===== config.mk =====
export PLATFORM = sky130hd
export DESIGN_NAME = vga_pattern_gen
export DESIGN_NICKNAME = d
export VERILOG_FILES = /design/src/rtl/vga_pkg.sv /design/src/rtl/vga_box_mover.sv /design/src/rtl/vga_pattern_gen.sv
export SDC_FILE = /design/constraint.sdc
export NUM_CORES = 1
export LEC_CHECK = 0
export BUFFER_PORTS_ARGS = -buffer_cell sky130_fd_sc_hd__buf_2
export CAP_MARGIN = 0
export CORE_MARGIN = 1
export CORE_UTILIZATION = 59
export DETAILED_ROUTE_END_ITERATION = 6
export GPL_TIMING_DRIVEN = 0
export PLACE_DENSITY = 0.91
export SLEW_MARGIN = 20
export SYNTH_ARGS = -nofsm -noshare
export SYNTH_HDL_FRONTEND = slang
export SYNTH_SLANG_ARGS = --single-unit

===== constraint.sdc =====
create_clock -name clk -period 2.4 [get_ports clk]
set_input_delay 0.36 -clock clk [delete_from_list [all_inputs] [get_ports clk]]
set_output_delay 0.36 -clock clk [all_outputs]
set_load 0.02 [all_outputs]

===== src/rtl/vga_pkg.sv =====
// Shared constants and types for the 1280x1024@60 test-pattern generator:
// raster timing, pattern modes, colour table and pipeline stage layout.
package vga_pkg;

  // 1280x1024@60, 108 MHz pixel clock
  localparam int H_ACTIVE = 1280;
  localparam int H_FP     = 48;
  localparam int H_SYNC   = 112;
  localparam int H_BP     = 248;
  localparam int H_TOTAL  = 1688;
  localparam int V_ACTIVE = 1024;
  localparam int V_FP     = 1;
  localparam int V_SYNC   = 3;
  localparam int V_BP     = 38;
  localparam int V_TOTAL  = 1066;

  localparam int BOX_SIZE = 64;
  localparam int STEP     = 2;
  localparam int BAR_W    = 160;

  typedef enum logic [1:0] {
    MODE_WHITE   = 2'd0,
    MODE_BARS    = 2'd1,
    MODE_CHECKER = 2'd2,
    MODE_BOX     = 2'd3
  } mode_e;

  typedef struct packed {
    logic [3:0] r;
    logic [3:0] g;
    logic [3:0] b;
  } rgb_t;

  localparam rgb_t COL_WHITE = 12'hFFF;
  localparam rgb_t COL_BLACK = 12'h000;
  localparam rgb_t COL_BLUE  = 12'h00F;

  // Element 0 is the leftmost bar.
  localparam logic [7:0][11:0] BAR_TABLE = {
    12'h000, 12'h00F, 12'hF00, 12'hF0F,
    12'h0F0, 12'h0FF, 12'hFF0, 12'hFFF
  };

  typedef struct packed {
    logic        hs;
    logic        vs;
    logic        de;
    logic [10:0] h;
    logic [10:0] v;
  } stage_t;

  localparam stage_t STAGE_IDLE = '{hs: 1'b1, vs: 1'b1, de: 1'b0, h: '0, v: '0};

  typedef struct packed {
    logic [10:0] pos;
    logic        dir;   // 1 = increasing
  } axis_t;

  // Compare chain instead of a divider; anything past the last bar maps to 7.
  function automatic logic [2:0] bar_index(input logic [10:0] h);
    bar_index = 3'd7;
    for (int i = 6; i >= 0; i--)
      if (h < 11'((i + 1) * BAR_W)) bar_index = 3'(i);
  endfunction

  // One bounce step along an axis; limit is the largest legal position.
  function automatic axis_t axis_step(input axis_t a, input logic [11:0] limit);
    axis_t n;
    n = a;
    if (a.dir) begin
      if ({1'b0, a.pos} + 12'(STEP) >= limit) begin
        n.pos = limit[10:0];
        n.dir = 1'b0;
      end else begin
        n.pos = a.pos + 11'(STEP);
      end
    end else begin
      if (a.pos <= 11'(STEP)) begin
        n.pos = '0;
        n.dir = 1'b1;
      end else begin
        n.pos = a.pos - 11'(STEP);
      end
    end
    return n;
  endfunction

endpackage


===== src/rtl/vga_box_mover.sv =====
// Bouncing-box position: advances one step per frame start on both axes,
// reflecting off the active-area edges.
module vga_box_mover
  import vga_pkg::*;
(
  input  logic        clk,
  input  logic        rst,
  input  logic        frame_start,
  output logic [10:0] bx,
  output logic [10:0] by
);

  localparam logic [11:0] X_LIMIT = 12'(H_ACTIVE - BOX_SIZE);
  localparam logic [11:0] Y_LIMIT = 12'(V_ACTIVE - BOX_SIZE);

  axis_t x_q, y_q;

  always_ff @(posedge clk) begin
    if (rst) begin
      x_q <= '{pos: '0, dir: 1'b1};
      y_q <= '{pos: '0, dir: 1'b1};
    end else if (frame_start) begin
      x_q <= axis_step(x_q, X_LIMIT);
      y_q <= axis_step(y_q, Y_LIMIT);
    end
  end

  assign bx = x_q.pos;
  assign by = y_q.pos;

endmodule


===== src/rtl/vga_pattern_gen.sv =====
// Test-pattern generator: registers the upstream raster (stage 1), then
// computes the pixel colour and registers it with sync/DE (stage 2).
module vga_pattern_gen
  import vga_pkg::*;
(
  input  logic        clk,
  input  logic        rst,
  input  logic [1:0]  mode,
  input  logic        hs_in,
  input  logic        vs_in,
  input  logic        de_in,
  input  logic [10:0] hcount,
  input  logic [10:0] vcount,
  output logic        hsync,
  output logic        vsync,
  output logic        de,
  output logic [3:0]  r,
  output logic [3:0]  g,
  output logic [3:0]  b
);

  logic        vs_q;
  mode_e       mode_q;
  logic        frame_start;
  logic [10:0] bx, by;
  stage_t      s1;
  rgb_t        pix, col_q;
  logic        in_box;
  logic [11:0] h12, v12, bx12, by12;

  assign frame_start = vs_q & ~vs_in;

  always_ff @(posedge clk) begin
    if (rst) begin
      vs_q   <= 1'b1;
      mode_q <= MODE_WHITE;
    end else begin
      vs_q <= vs_in;
      if (frame_start) mode_q <= mode_e'(mode);
    end
  end

  vga_box_mover u_box (
    .clk         (clk),
    .rst         (rst),
    .frame_start (frame_start),
    .bx          (bx),
    .by          (by)
  );

  // Counters are zeroed outside active video so garbage never reaches the mux.
  always_ff @(posedge clk) begin
    if (rst) begin
      s1 <= STAGE_IDLE;
    end else begin
      s1.hs <= hs_in;
      s1.vs <= vs_in;
      s1.de <= de_in;
      s1.h  <= de_in ? hcount : '0;
      s1.v  <= de_in ? vcount : '0;
    end
  end

  // 12-bit so bx + BOX_SIZE cannot wrap.
  assign h12  = {1'b0, s1.h};
  assign v12  = {1'b0, s1.v};
  assign bx12 = {1'b0, bx};
  assign by12 = {1'b0, by};
  assign in_box = (h12 >= bx12) && (h12 < bx12 + 12'(BOX_SIZE)) &&
                  (v12 >= by12) && (v12 < by12 + 12'(BOX_SIZE));

  always_comb begin
    pix = COL_BLACK;
    case (mode_q)
      MODE_WHITE:   pix = COL_WHITE;
      MODE_BARS:    pix = rgb_t'(BAR_TABLE[bar_index(s1.h)]);
      MODE_CHECKER: pix = (s1.h[5] ^ s1.v[5]) ? COL_WHITE : COL_BLACK;
      MODE_BOX:     pix = in_box ? COL_WHITE : COL_BLUE;
      default:      pix = COL_BLACK;
    endcase
  end

  always_ff @(posedge clk) begin
    if (rst) begin
      hsync <= 1'b1;
      vsync <= 1'b1;
      de    <= 1'b0;
      col_q <= COL_BLACK;
    end else begin
      hsync <= s1.hs;
      vsync <= s1.vs;
      de    <= s1.de;
      col_q <= s1.de ? pix : COL_BLACK;
    end
  end

  assign r = col_q.r;
  assign g = col_q.g;
  assign b = col_q.b;

endmodule

==> flow_summary.yaml, run 1 <==
synth:
  syn-instance-count: 482
  seq_area_frac_synth_pct: 27.81
  avgSynthCellArea_sq_um: 8.065
  async_flop_share_pct: 0
  synth_flop_cell: "dfxtp_1"
  ys_types: 67
  synth_edf_count: 0
  ys_warn_count: 0
  synth_seq_cells: 54
  synth_fp_nets: 551
  syn_area_sq_mm: 0.003887
sta:
  timing.slew.headroom_pct: 57.62
  post-route-period-util_pct: 100.5
  tns_ns: -0.01319
  fin_crit_ns: 2.412
  final-setup-viol-count: 2
  clock.fmax_mhz: 414.6
  drv_slew: 0
  setup_ws_ns: -0.01216
  hold_viol: 0
  worst_pin_slew_ns: 0.6357
  rsz0062_at_grt: "true"
  fin_skew_ns: 0.01310
cells_and_area:
  final_common_cell: "buf_2"
  layout-area-overhead-vs-synth_pct: 14.06
  n_antenna_cell: 0
  drive_above_1_share_pct: 21.95
  stdcell_count: 610
  fill_cells: 487
  final_net_count: 601
  fin_util_pct: 69.83
  layout_common_cells: "buf_2 (48), dfxtp_1 (47), ha_1 (36), a21oi_1 (33), o21ai_0 (30)"
global_route:
  grt_pass1_vias: 3557
  grt_max_degree: 19
  grt.busiest_layer: "met2"
  antenna_found_initial: 0
  grt_pass1_wl_mm: 16.50
  track_usage_pct: 29.42
  overflow: 0
  met3_usage_pct: 4.573
  grt_util_met2_pct: 47.39
  use_met1_pct: 38.92
routing:
  remaining_drc_errors: 0
  avgViaCountPerCell: 6.357
  routed_wl_mm: 10.45
  num_vias: 3878
  drt.antenna.violating_nets: 0
  drt_pass1_iterations: 5
  routedWlPerCell_um: 17.12
  drt_iter0_markers: 375
worst_setup_path:
  timing.rr.start: "u_box.by[6]"
  crit_required_ns: 2.62
  path_max_fanout: 5
  worstPathArrival_ns: 2.64
  critPathLaunchType: "register"
  r2r_slack_ns: -0.01
  r2r_end: "g[2]"
  startpoint: "u_box.by[6]"
  reg2regPathDepth: 11
  worstSetupEndpointType: "register"
  crit_end: "g[2]"
  critical_path_class: "register to register"
worst_hold_path:
  holdPathStages: 2
  hold_class: "input port to register"
power_and_ir_drop:
  p_int_mw: 1.319
  p_per_area_mw_per_mm2: 439.7
  switchingPower_mw: 0.6306
  swShare_pct: 32.34
  power_leakage_nw: 1.842
  pwr-share-comb_pct: 22.0
  seqPwrFrac_pct: 49.2
  vdd_drop_max_mv: 0.3567
  pwr-share-clk_pct: 28.8
  p_total_mw: 1.950
die:
  die_w_um: 83.17
  initial_utilization_pct: 61.22
  die-area_sq_mm: 0.006917
  die_y_um: 83.17
  core_area_sq_mm: 0.006350
  row_count: 29
  pin_count: 44
place:
  place_congestion: 0.9755
  portBuffers: 41
  hpwl_mm: 7.537
  dp.cells: 600
  dp_slack_ns: -0.1911
cts:
  hold_buffers: 0
  cts_root_buffer: "clkbuf_8"
  htreeDepth: 2
  cts_buffers: 5
  clock-sinks: 54
  clk_pin_slew_ns: 0.11
  clkLatencyLatePin_ns: 0.33
  cts_buffer_depth: 2
  cts_tree: "built"
status:
  violations: "setup timing"
  status: "complete, but fails checks"
job:
  maxCapViolations: 0
## through the flow
stage / instance area [sq um] / hold WS [ns]
4_1_cts: 4330 / 0.2211
2_1_floorplan: 3887 / 0.3895
5_1_grt: 4434 / 0.2156
3_3_place_gp: 4189 / 0.3958
3_5_place_dp: 4189 / 0.4094
6_report: 4434 / 0.2161
## metal layers
layer	wire length (um)	vias to the layer above
met3	760	34
met1	4472	1801
li1	-	1847
met4	343	0
met5	0	-
met2	4870	196
## worst min path at each step
stage | startpoint | endpoint
2_1_floorplan | s1[24] | hsync
3_3_place_gp | s1[24] | hsync
3_5_place_dp | s1[24] | hsync
4_1_cts | hs_in | s1[24]
5_1_grt | hs_in | s1[24]
6_report | hs_in | s1[24]
## layout make-up
cell class	count	area (sq um)	share of cell area, %
plain buffers	38	225.2	5.079
multi-input cells	358	2574	58.04
clock buffers	5	68.82	1.552
clock inverters	3	25.02	0.5643
inverters	29	110.1	2.483
well taps	77	96.34	2.173
repair buffers	46	242.7	5.474
flip-flops and latches	54	1092	24.63
## sequential cells by signal (all words and copies together) (netlist names), 2 cells and up
name      flops
u_box.bx     10
h12          10
s1           14
mode_q        2
u_box.by     10
## Yosys cell counts (all sizes together) (4+ instances only)
cell type | n | area share, %
a21oi | 33 | 4.2
dfxtp | 54 | 28
nor3 | 17 | 2.2
nor2 | 26 | 2.5
or2 | 6 | 0.97
and3 | 8 | 1.4
a31oi | 6 | 0.97
o22ai | 8 | 1.3
nand2 | 26 | 2.5
mux2i | 4 | 1.0
nor2b | 5 | 0.80
or3 | 4 | 0.64
ha | 40 | 13
nand2b | 5 | 0.80
inv | 28 | 2.7
clkbuf | 20 | 2.0
o211ai | 4 | 0.77
nand3 | 19 | 2.4
and2 | 24 | 3.9
nand4 | 10 | 1.6
buf | 21 | 3.5
nor4 | 5 | 0.80
o21a | 4 | 0.77
o21ai | 32 | 4.1
xnor2 | 12 | 2.7
## worst max-delay path, stage by stage, from the launching register on
cell and delay, ns:
dfxtp_4 0.38, buf_4 0.12, ha_4 0.15, nand3_1 0.11, xnor2_1 0.18, ha_1 0.33
nand3_2 0.11, a2111oi_4 0.23, o41ai_2 0.15, a22oi_2 0.23, nor4_2 0.08, a31o_2 0.23
## logic make-up after synthesis
kind of cell | count (synthesis) | share of synthesized area, %
compound gates | 130 | 22.85
xor+xnor | 13 | 2.929
fa+ha+maj | 41 | 13.13
buf+inv | 70 | 8.304
flops | 54 | 27.81
mux | 6 | 1.609
simple gates | 168 | 23.37
## power groups by stage
| stage | Combinational (mW) | Sequential, mW | Clock [mW] |
|---|---|---|---|
| after floorplan | 0.291 | 0.974 | 0 |
| after global placement | 0.388 | 0.975 | 0 |
| after detailed placement | 0.403 | 0.977 | 0 |
| after CTS | 0.412 | 0.955 | 0.559 |
| after global routing | 0.470 | 0.964 | 0.591 |
| final | 0.429 | 0.960 | 0.561 |
## repair_timing
action,in CTS,in global routing
pin swaps,4,4
endpoints found under the setup margin,7,20
setup buffers,0,5
endpoints found under the hold margin,0,0
gates resized for setup,17,24
(Power assumes the default switching activity.)
==> run 2: changes to the inputs <==
Settings changed: CORE_UTILIZATION 59 to 60, PLACE_DENSITY 0.91 to 0.92, SYNTH_HIERARCHICAL set to 1.
==> flow_summary.yaml, run 2 <==
status:
  status: "finished, final reports clean"
sta:
  clock.fmax_mhz: 431.3
  fin_skew_ns: 0.008429
  timing.slew.headroom_pct: 56.90
  drv_slew: 0
  worst_pin_slew_ns: 0.6466
  setup_ws_ns: 0.08168
  hold_viol: 0
  holdWs_ns: 0.2262
  post-route-period-util_pct: 96.60
  fin_crit_ns: 2.318
  final-setup-viol-count: 0
synth:
  ys_types: 77
  syn_area_sq_mm: 0.004279
  yosys-top-cells-area: "dfxtp_1 (26%), ha_1 (12%), buf_4 (5.6%)"
  seq_area_frac_synth_pct: 25.73
  yosysTopAreaCell: "dfxtp_1"
  synth_flop_cell: "dfxtp_1"
  syn-instance-count: 532
  synth_seq_cells: 55
  synth_top_cells_by_count: "dfxtp_1 (55), ha_1 (40), nor2_1 (34)"
  ys_warn_count: 6
  synth_most_common_cell: "dfxtp_1"
  avgSynthCellArea_sq_um: 8.043
  yosys.area.top_type_share_pct: 25.73
  async_flop_share_pct: 0
  synth_edf_count: 0
cells_and_area:
  regMostFlops: "s1"
  largest_reg_flops: 14
  final_net_count: 652
  n_antenna_cell: 0
  layout_common_cells: "buf_2 (54), dfxtp_1 (49), ha_1 (39)"
  layout-area-overhead-vs-synth_pct: 11.55
  drive_above_1_share_pct: 23.63
  stdcell_count: 680
  final_common_cell: "buf_2"
  finish.instance_area_sq_mm: 0.004773
worst_setup_path:
  worstSetupEndpointType: "register"
  worstPathArrival_ns: 2.54
  path_max_fanout: 9
  crit_required_ns: 2.62
  r2r_slack_ns: 0.08
  critPathLaunchType: "register"
  crit_top_cell: "buf_2"
  timing.rr.start: "u_box/bx[1]"
  r2r_end: "u_box/bx[2]"
  cp_top_family: "compound AO/OA/AOI/OAI gates"
  critical_path_class: "register to register"
  slowest_stage: "o41ai_2"
  cpPeakStageDelay_ns: 0.52
  timing.critical_path.buf_inv: 2
  crit_chain: "buf_2, and3_1, buf_2, o41ai_2, a221oi_4, a21oi_4, a21oi_1, a211oi_1"
  reg2regPathDepth: 8
cts:
  postCtsSetupRepairBufs: 0
  cts_tree: "built"
  clk_pin_slew_ns: 0.11
  cts_buffer_depth: 2
  cts_buffers: 5
  htreeDepth: 2
  clock-sinks: 55
  clkLatencyLatePin_ns: 0.32
  cts_root_buffer: "clkbuf_8"
power_and_ir_drop:
  p_int_mw: 1.441
  seqPwrFrac_pct: 47.4
  vdd_drop_max_mv: 0.2963
  pwr-share-comb_pct: 20.6
  switchingPower_mw: 0.6105
  power_leakage_nw: 2.035
  pwr-share-clk_pct: 32.0
  swShare_pct: 29.76
  p_per_area_mw_per_mm2: 429.7
routing:
  drt_pass1_iterations: 5
  remaining_drc_errors: 0
  avgViaCountPerCell: 6.109
  drt_iter0_markers: 316
  routedWlPerCell_um: 16.44
  drt.antenna.violating_nets: 0
  routed_wl_mm: 11.18
  num_vias: 4154
die:
  row_count: 30
  die_y_um: 86.45
  pin_count: 44
  die-area_sq_mm: 0.007474
  core_area_sq_mm: 0.006832
  initial_utilization_pct: 62.64
  die_w_um: 86.45
place:
  dp.cells: 672
  placed_area_sq_mm: 0.004618
  portBuffers: 43
  place_congestion: 1.022
  hpwl_mm: 8.076
  dp_slack_ns: 0.03992
worst_hold_path:
  hold_class: "input port to register"
  min-delay-start: "hcount[3]"
  holdPathStages: 2
  hold_path_end: "h12[3]"
global_route:
  grt_max_degree: 18
  antenna_found_initial: 0
  overflow: 0
  track_usage_pct: 30.34
  grt_pass1_vias: 3896
  grt_pass1_wl_mm: 17.95
job:
  maxCapViolations: 0
-- run 2: changes by cell type after synthesis, sizes merged, moves of 5 or more --
cell and change:
buf +25, clkbuf -9, inv +9, nor2 +9
a21o +8, nand2 +7, nor3 -7, nand4 -5
o31ai +5
-- run 2: worst max-delay path by stage --
stage                   to  slack [ns]  depth (start not counted)        start
6_report       u_box/bx[2]        0.08                          8  u_box/bx[1]
5_1_grt        u_box/bx[9]      -0.001                          9  u_box/bx[1]
4_1_cts        u_box/bx[6]       0.004                          6  u_box/bx[2]
3_5_place_dp   u_box/bx[6]        0.04                          6  u_box/bx[2]
3_3_place_gp   u_box/bx[6]        0.06                          6  u_box/bx[2]
2_1_floorplan         g[2]        0.30                         10  u_box/by[6]
-- run 2: final cells by class --
class,count,area [sq um]
buffer,57,362.8
inverter,37,138.9
sequential,55,1111
clock inverter,3,43.79
tap,96,120.1
timing repair buffer,43,215.2
multi-input combinational,384,2713
fill,536,2058
clock buffer,5,68.82
-- run 2: what timing repair did --
action,4_1_cts,5_1_grt
gates resized for setup,0,12
hold buffers,0,0
endpoints found under the setup margin,0,11
-- run 2: cells by family after synthesis --
logic type,share of synthesized area (%)
fa+ha+maj,11.93
compound gates,22.69
buf+inv,11.72
xor+xnor,2.047
other cells,0.08764
flops,25.73
mux,1.462
simple gates,24.33
-- run 2: through the flow --
step / power (mW) / utilization [%] / TNS, ns
floorplan: 1.285 / - / 0
global placement: 1.380 / 67.60 / 0
detailed placement: 1.399 / 67.60 / 0
CTS: 2.033 / 69.25 / 0
global route: 2.136 / 69.87 / -0.001368
finish: 2.051 / 69.87 / 0
-- run 2: power groups by stage --
stage	clock (mW)	sequential [mW]	combinational, mW
6_report	0.656	0.973	0.422
5_1_grt	0.694	0.978	0.465
4_1_cts	0.650	0.973	0.409
3_5_place_dp	0	0.993	0.406
3_3_place_gp	0	0.992	0.388
2_1_floorplan	0	0.989	0.296
-- run 2: layer usage --
metal | track usage, % | routed length, um
met5 | 0 | 0
met4 | 14.09 | 350
met3 | 3.619 | 798
met2 | 52.38 | 5323
met1 | 37.74 | 4707
==> run 3: changes to the inputs <==
Settings changed: CORE_UTILIZATION 60 to 54, PLACE_DENSITY 0.92 to 0.88.
Clock period 2.4 ns to 2 ns, I/O delays scaled along.
==> flow_summary.yaml, run 3 (synthesis results as in run 2) <==
cts:
  cts_tree: "built"
  clk_pin_slew_ns: 0.11
  clkLatencyLatePin_ns: 0.32
  clock-sinks: 55
  hold_buffers: 0
  cts_buffers: 5
  cts_root_buffer: "clkbuf_8"
  htreeDepth: 2
  cts_buffer_depth: 2
cells_and_area:
  largest_reg_flops: 14
  n_antenna_cell: 0
  layout-area-overhead-vs-synth_pct: 23.27
  drive_above_1_share_pct: 35.75
  regMostFlops: "s1"
  finish.instance_area_sq_mm: 0.005275
  fill_cells: 558
  stdcell_count: 709
  final_common_cell: "buf_4"
  final_net_count: 675
  layout_common_cells: "buf_4 (60), buf_2 (47), dfxtp_1 (36), ha_1 (34), nor2_1 (33)"
global_route:
  grt_pass1_wl_mm: 18.60
  grt_pass1_vias: 4001
  overflow: 0
  grt_max_degree: 20
  antenna_found_initial: 0
  track_usage_pct: 27.39
place:
  placed_area_sq_mm: 0.004659
  place_congestion: 0.9232
  dp.cells: 678
  dp_slack_ns: -0.4075
  hpwl_mm: 8.047
  portBuffers: 43
worst_setup_path:
  worstSetupEndpointType: "register"
  critical_path_class: "register to register"
  cp_num_cells: 9
  slowest_stage: "dfxtp_4"
  r2r_slack_ns: -0.22
  timing.critical_path.buf_inv: 2
  timing.rr.start: "u_box/bx[1]"
  cp_top_family: "compound AO/OA/AOI/OAI gates"
  critPathLaunchType: "register"
  worstPathArrival_ns: 2.46
  crit_chain: "buf_4, ha_4, nand4_1, o41ai_4, a221oi_4, a21oi_4, buf_4, nor3_2, nor3_1"
  reg2regPathDepth: 9
  path_max_fanout: 8
  cpPeakStageDelay_ns: 0.38
  crit_required_ns: 2.24
  crit_top_cell: "buf_4"
  startpoint: "u_box/bx[1]"
routing:
  remaining_drc_errors: 0
  drt_pass1_iterations: 6
  routed_wl_mm: 11.91
  avgViaCountPerCell: 5.963
  num_vias: 4228
  routedWlPerCell_um: 16.80
  drt_iter0_markers: 389
  drt.antenna.violating_nets: 0
status:
  violations: "setup timing"
  status: "complete, but fails checks"
power_and_ir_drop:
  switchingPower_mw: 0.7889
  pwr-share-clk_pct: 28.0
  power_leakage_nw: 2.192
  pwr-share-comb_pct: 24.8
  swShare_pct: 32.11
  p_per_area_mw_per_mm2: 465.8
  p_int_mw: 1.668
  vdd_drop_max_mv: 0.2697
  seqPwrFrac_pct: 47.3
die:
  die_y_um: 91.02
  row_count: 32
  die-area_sq_mm: 0.008285
  core_area_sq_mm: 0.007687
  initial_utilization_pct: 55.66
  pin_count: 44
  die_w_um: 91.02
sta:
  post-route-period-util_pct: 110.9
  hold_viol: 0
  tns_ns: -1.685
  worst_pin_slew_ns: 0.6719
  final-setup-viol-count: 11
  rsz0062_at_grt: "true"
  drv_slew: 0
  clock.fmax_mhz: 450.7
  fin_crit_ns: 2.219
  timing.slew.headroom_pct: 55.21
  fin_skew_ns: 0.009300
  setup_ws_ns: -0.2189
worst_hold_path:
  min-delay-start: "hs_in"
  holdPathStages: 2
  hold_class: "input port to register"
job:
  maxCapViolations: 0
[run 3: changes by cell type in the layout (fill, tap and decap cells not counted), sizes merged]
cell | previous run | this run
inv | 37 | 39
clkinv | 2 | 0
clkinvlp | 0 | 1
bufinv | 1 | 0
clkbuf | 16 | 17
buf | 89 | 111
[run 3: power by group through the flow]
stage	clock, mW	sequential (mW)	combinational [mW]
after floorplan	0	1.19	0.356
after global placement	0	1.19	0.469
after detailed placement	0	1.19	0.487
after CTS	0.700	1.17	0.544
after global routing	0.737	1.17	0.658
final	0.687	1.16	0.609
[run 3: final timing paths]
path | end
hold / removal | s1[24]
hold reg to reg | vsync
setup reg to reg | u_box/bx[4]
setup / recovery | u_box/bx[4]
[run 3: metrics by stage]
| step | total power [mW] | utilization (%) | hold WS, ns |
|---|---|---|---|
| global route | 2.561 | 68.62 | 0.1456 |
| finish | 2.457 | 68.62 | 0.1535 |
| global placement | 1.661 | 60.61 | 0.4142 |
| floorplan | 1.543 | - | 0.3724 |
| CTS | 2.413 | 65.40 | 0.1448 |
| detailed placement | 1.681 | 60.61 | 0.4283 |
[run 3: layer usage]
| layer | share of wire (%) | GRT usage, % |
|---|---|---|
| met1 | 41 | 33.74 |
| met2 | 50 | 47.60 |
| met3 | 7.0 | 3.853 |
| met4 | 1.9 | 11.51 |
| met5 | 0 | 0 |
[run 3: area by class of cell]
| type | count | area, sq um | share of cell area (%) |
|---|---|---|---|
| repair buffers | 70 | 419.2 | 7.946 |
| well taps | 102 | 127.6 | 2.419 |
| multi-input cells | 384 | 2982 | 56.52 |
| inverters | 37 | 138.9 | 2.633 |
| clock inverters | 3 | 27.53 | 0.5218 |
| plain buffers | 53 | 356.6 | 6.760 |
| clock buffers | 5 | 68.82 | 1.305 |
| flip-flops and latches | 55 | 1155 | 21.89 |
[run 3: what timing repair did]
item                                   CTS  global route
pin swaps                               15            30
gates resized for setup                 48            45
endpoints found under the hold margin    0             0
setup endpoints to repair               22            23
buffers inserted                        14            14
[run 3: worst register-to-register path: cells and delay by family, from the launching register on]
kind	cells	cell delay, ns
AO/OA/AOI/OAI	3	0.87
adder cells (fa/ha/maj)	1	0.17
flip-flops	1	0.38
buffers and inverters	2	0.31
AND/OR/NAND/NOR	3	0.41
